**config.mk**
```make
export PLATFORM = sky130hd
export DESIGN_NAME = mux_rr_sched
export DESIGN_NICKNAME = d
export VERILOG_FILES = /design/src/rtl/mux_rr_sched.sv
export SDC_FILE = /design/constraint.sdc
export NUM_CORES = 1
export LEC_CHECK = 0
export ABC_AREA = 1
export CORE_MARGIN = 4
export CORE_UTILIZATION = 55
export DETAILED_ROUTE_END_ITERATION = 12
export GPL_ROUTABILITY_DRIVEN = 0
export PLACE_DENSITY = 0.88
export SLEW_MARGIN = 20
export SYNTH_ARGS = -nofsm -noshare
export SYNTH_HDL_FRONTEND = slang
export SYNTH_SLANG_ARGS = --single-unit
```
**constraint.sdc**
```tcl
create_clock -name clk -period 5.7 [get_ports clk]
set_input_delay 1.14 -clock clk [delete_from_list [all_inputs] [get_ports clk]]
set_output_delay 1.14 -clock clk [all_outputs]
set_load 0.01 [all_outputs]
```
**src/rtl/mux_rr_sched.sv**
```systemverilog
`default_nettype none
// ============================================================================
//  Module      : mux_rr_sched
//  Description : Round-robin scheduler for a shared 8:1 single-bit mux.
//                Generates a registered one-hot grant, a binary mux select
//                and a valid qualifier. A grant is held until the owner
//                releases it, its request drops or the hold timeout fires.
//                One dead cycle (GAP) separates consecutive owners so the
//                mux output never switches while valid is high.
//                Optional feature macro: MUX_RR_SCHED_LOCK_EN. When it is
//                defined, lock=1 freezes the hold counter and blocks the
//                timeout release.
//  Revision    : 1.0 - initial release
// ============================================================================
module mux_rr_sched #(
    parameter int NUM_REQ  = 8,
    parameter int SEL_W    = 4,
    parameter int MAX_HOLD = 16
) (
    input  logic               clk,
    input  logic               rst_n,
    input  logic               en,
    input  logic [NUM_REQ-1:0] req,
    input  logic [NUM_REQ-1:0] done,
    input  logic               lock,
    output logic [NUM_REQ-1:0] grant,
    output logic [SEL_W-1:0]   sel,
    output logic               valid,
    output logic               timeout
);

    // Index width for requester numbers; counter is at least one bit wide so
    // that MAX_HOLD=0 (timeout disabled) still elaborates cleanly.
    localparam int c_IDX_W = $clog2(NUM_REQ);
    localparam int c_CNT_W = (MAX_HOLD > 0) ? $clog2(MAX_HOLD + 1) : 1;
    localparam logic [c_CNT_W-1:0] c_HOLD_LAST = c_CNT_W'(MAX_HOLD - 1);
    localparam logic [c_IDX_W-1:0] c_LAST_RST  = c_IDX_W'(NUM_REQ - 1);

    typedef enum logic [1:0] {
        S_IDLE  = 2'd0,
        S_GRANT = 2'd1,
        S_GAP   = 2'd2
    } state_t;

    state_t               r_state;
    state_t               w_state_nxt;
    logic [NUM_REQ-1:0]   r_grant;
    logic [NUM_REQ-1:0]   w_grant_nxt;
    logic [SEL_W-1:0]     r_sel;
    logic [SEL_W-1:0]     w_sel_nxt;
    logic                 r_valid;
    logic                 w_valid_nxt;
    logic                 r_timeout;
    logic                 w_timeout_nxt;
    logic [c_IDX_W-1:0]   r_last;
    logic [c_IDX_W-1:0]   w_last_nxt;
    logic [c_CNT_W-1:0]   r_cnt;
    logic [c_CNT_W-1:0]   w_cnt_nxt;

    logic                 w_found;
    logic [c_IDX_W-1:0]   w_win;
    logic [c_IDX_W-1:0]   w_owner;
    logic                 w_rel_done;
    logic                 w_rel_drop;
    logic                 w_rel_to;
    logic                 w_release;
    logic                 w_lock_act;

`ifdef MUX_RR_SCHED_LOCK_EN
    assign w_lock_act = lock;
`else
    // lock is accepted on the port but has no effect in this build.
    logic w_lock_unused;
    assign w_lock_unused = lock;
    assign w_lock_act    = 1'b0;
`endif

    // The owner is the binary index currently driven on sel.
    assign w_owner    = r_sel[c_IDX_W-1:0];
    assign w_rel_done = done[w_owner];
    assign w_rel_drop = ~req[w_owner];
    assign w_rel_to   = (MAX_HOLD != 0) && (r_cnt == c_HOLD_LAST) && !w_lock_act;
    assign w_release  = w_rel_done | w_rel_drop | w_rel_to;

    // Cyclic search for the first request strictly after the last owner.
    always_comb begin : p_search
        int idx;
        w_found = 1'b0;
        w_win   = '0;
        idx     = 0;
        for (int i = 1; i <= NUM_REQ; i++) begin
            idx = (int'(r_last) + i) % NUM_REQ;
            if (!w_found && req[c_IDX_W'(idx)]) begin
                w_found = 1'b1;
                w_win   = c_IDX_W'(idx);
            end
        end
    end

    // Next-state and next-output decode for the IDLE/GRANT/GAP controller.
    always_comb begin
        w_state_nxt   = r_state;
        w_grant_nxt   = '0;
        w_sel_nxt     = r_sel;
        w_valid_nxt   = 1'b0;
        w_timeout_nxt = 1'b0;
        w_last_nxt    = r_last;
        w_cnt_nxt     = r_cnt;
        case (r_state)
            S_IDLE, S_GAP: begin
                if (en && w_found) begin
                    w_state_nxt        = S_GRANT;
                    w_grant_nxt[w_win] = 1'b1;
                    w_sel_nxt          = SEL_W'(w_win);
                    w_valid_nxt        = 1'b1;
                    w_cnt_nxt          = '0;
                end else begin
                    w_state_nxt = S_IDLE;
                end
            end
            S_GRANT: begin
                w_grant_nxt = r_grant;
                w_valid_nxt = 1'b1;
                // Saturating hold counter; frozen while a lock is active.
                if (!w_lock_act && (r_cnt != '1)) begin
                    w_cnt_nxt = r_cnt + 1'b1;
                end
                if (w_release) begin
                    w_state_nxt   = S_GAP;
                    w_grant_nxt   = '0;
                    w_valid_nxt   = 1'b0;
                    w_last_nxt    = w_owner;
                    // Pulse only when the timeout alone forced the release.
                    w_timeout_nxt = w_rel_to & ~w_rel_done & ~w_rel_drop;
                end
            end
            default: begin
                w_state_nxt = S_IDLE;
            end
        endcase
    end

    // State register and registered outputs, asynchronously cleared.
    always_ff @(posedge clk or negedge rst_n) begin
        if (!rst_n) begin
            r_state   <= S_IDLE;
            r_grant   <= '0;
            r_sel     <= '0;
            r_valid   <= 1'b0;
            r_timeout <= 1'b0;
            r_last    <= c_LAST_RST;
            r_cnt     <= '0;
        end else begin
            r_state   <= w_state_nxt;
            r_grant   <= w_grant_nxt;
            r_sel     <= w_sel_nxt;
            r_valid   <= w_valid_nxt;
            r_timeout <= w_timeout_nxt;
            r_last    <= w_last_nxt;
            r_cnt     <= w_cnt_nxt;
        end
    end

    assign grant   = r_grant;
    assign sel     = r_sel;
    assign valid   = r_valid;
    assign timeout = r_timeout;

endmodule
`default_nettype wire

```
==> impl_metrics.ini <==
[synth]
ys_ff_latch = 23
synth_xor_area_share_pct = 3.176
synth_simple_gate_area_share_pct = 45.88
ys_seq_area_share_pct = 30.01
synth_area_sq_mm = 0.001931
synth_mux_area_share_pct = 0
yosys_warnings = 0
synthesis.instances = 272
synthAdderAreaFrac_pct = 3.240
synth_nets = 297
synth_compound_area_share_pct = 8.360
syn_avg_cell_area_sq_um = 7.098
ys_types = 39
synth_top_family_by_area = simple AND/OR/NAND/NOR gates

[floorplanning]
die_y_um = 67.25
fp.coreArea_sq_mm = 0.003363
die_w_um = 67.25
num_rows = 21
io_pins = 34
die_area_sq_mm = 0.004522
start_util_pct = 57.40

[route]
wl_um = 4255
viasPerCell = 5.253
vias = 1828
drt_iter0_drc = 153
wl_per_cell_um = 12.23
dr.pass1.iters = 5
drtAntennaViolNets = 0
drcViolationCount = 0

[setup_path]
timing.rr.start = r_last[0]$_DFFE_PN1P_
worst_setup_path_start_kind = flip-flop
r2r_cells = 15
reg2reg_to = grant[0]$_DFFE_PN0N_
cp_data_arrival_time_ns = 3.23
critPathRequiredTime_ns = 5.96
path_max_fanout = 12
r2r_slack_ns = 2.73
end_kind = flip-flop
critPathKind = reg2reg

[clocking]
numCtsBuffers = 3
holdBufCountCts = 0
clock_path_buffers = 2
cts_resized = 0
clock_sinks = 23
htree_levels = 1
cts_tree = yes
cts_setup_buffers = 0
cts_root_buf = clkbuf_4
clk_pin_slew_ns = 0.13
clk_latency_ns = 0.31

[timing]
period_share_pct = 52.18
setup-violations-final = 0
tightestPinTransition_ns = 0.9600
slew_viol_final = 0
rsz0062_at_grt = no
finalClockSkew_ns = 0.007554
min_period_ns = 2.974
tns_ns = 0
hold_viol_final = 0
slew-limit-headroom_pct = 35.80
max_clock_freq_mhz = 336.2

[power_and_ir_drop]
power.density_mw_per_mm2 = 656.9
power.leakage_nw = 1.108
ir_worst_vdd_mv = 0.2939

[cells_and_area]
design_area_sq_mm = 0.002282
final_nets = 328
syn_to_final_growth_pct = 18.21
final_cell_mix = 94 x nand2_1, 34 x nand3_1, 31 x clkdlybuf4s50_1
n_antenna_cell = 0
layout_commonest_cell = nand2_1
n_fill_cell = 326
drive_gt1_share_pct = 13.91

[global_routing]
gr-usage-met3_pct = 2.662
gr-usage-all-layers_pct = 19.90
met1_usage_pct = 28.08
grt_pass1_wl_um = 7127
grt_pass1_vias = 1637
antenna_found_initial = 0
busiest_layer = met2
grt.overflow.total = 0
grtUsageMet2_pct = 33.87
grt_max_degree = 24

[hold_path]
hold_depth = 2
hold_path.class = reg2reg
worst_hold_startpoint = grant[0]$_DFFE_PN0N_
hold_path_end = grant[0]$_DFFE_PN0N_

[placed_design]
io_buffer_count = 31
place_area_sq_mm = 0.002252
dp_hpwl_um = 3369

[flow_run]
maxCapViolCount = 0

[outcome]
outcome = complete, no violations
-- through the flow --
step	util (%)	instances	hold WS [ns]	total power [W]	worst slack, ns
after detailed placement	66.96	344	0.4791	0.001409	2.527
after global placement	66.96	344	0.4662	0.001387	2.570
after CTS	67.86	348	0.5038	0.001492	2.793
after global routing	67.86	348	0.5237	0.001649	2.593
final	67.86	348	0.5012	0.001499	2.726
after floorplan	-	272	0.5154	0.001172	3.228
-- logic make-up after synthesis --
family | after synthesis
compound gates | 25
xor+xnor | 4
fa+ha+maj | 5
buf+inv | 39
flops | 23
other cells | 1
simple gates | 175
-- layout make-up --
cell class                      count  area [sq um]  share of cell area (%)
Sequential cell                    23         579.3                   25.38
Tap cell                           46         57.56                   2.522
Inverter                           34         130.1                   5.702
Multi-Input combinational cell    210          1175                   51.48
Clock inverter                      1         7.507                  0.3289
Clock buffer                        3         22.52                  0.9868
Timing Repair Buffer               31         310.3                   13.60
-- flip-flops by register name (all words and copies together) (netlist names) --
| signal | count |
|---|---|
| grant | 8 |
| timeout | 1 |
| r_state | 2 |
| r_cnt | 5 |
| valid | 1 |
| sel | 3 |
| r_last | 3 |
-- power by group --
part / internal, W / switching, W / leakage [nW]
Combinational: 0.000387 / 0.000743 / 0.795
Clock: 0.0000268 / 0.0000499 / 0.0139
Sequential: 0.000225 / 0.0000680 / 0.299
-- critical path, stage by stage (launching register included) --
cell and delay [ns]:
dfstp_2 0.70, inv_2 0.15, ha_1 0.47, inv_2 0.17, nand3_1 0.17, nand2_1 0.09, nand2_1 0.06, nand2_2 0.13
nand3_1 0.10, nor2_1 0.14, nand3b_1 0.10, nand3_1 0.10, nand3_1 0.17, nor2_1 0.20, nand2_1 0.10, nand2_1 0.07
-- Yosys cell counts (all sizes together) --
library cell	number	area, sq um
nand2	99	399.1
nand3	46	297.8
inv	34	130.1
dfrtp	20	500.5
nor2	20	103.9
o21ai	16	80.08
buf	5	46.29
ha	5	62.56
nand3b	4	33.78
nand4	4	40.04
dfstp	3	78.83
o221ai	3	26.28
xor2	3	52.56
a21oi	2	13.76
a22oi	1	12.51
a31oi	1	12.51
conb	1	3.750
nor3	1	5.000
nor4	1	6.260
o21bai	1	7.510
o311ai	1	8.760
xnor2	1	8.760
-- worst max path at each step --
stage	startpoint	end	slack, ns	depth (start not counted)
6_report	r_last[0]$_DFFE_PN1P_	grant[0]$_DFFE_PN0N_	2.73	15
5_1_grt	r_last[0]$_DFFE_PN1P_	grant[0]$_DFFE_PN0N_	2.59	15
4_1_cts	r_last[0]$_DFFE_PN1P_	grant[0]$_DFFE_PN0N_	2.79	15
3_5_place_dp	req[4]	grant[1]$_DFFE_PN0N_	2.53	15
3_3_place_gp	req[7]	grant[1]$_DFFE_PN0N_	2.57	15
2_1_floorplan	req[2]	grant[1]$_DFFE_PN0N_	3.23	14
-- metal layers --
layer / part of all wire (%) / wire [um]
met1: 48 / 2049
met2: 48 / 2023
met3: 4.0 / 169
met4: 0.31 / 13
met5: 0 / 0
Power figures use the tool's default switching activity.
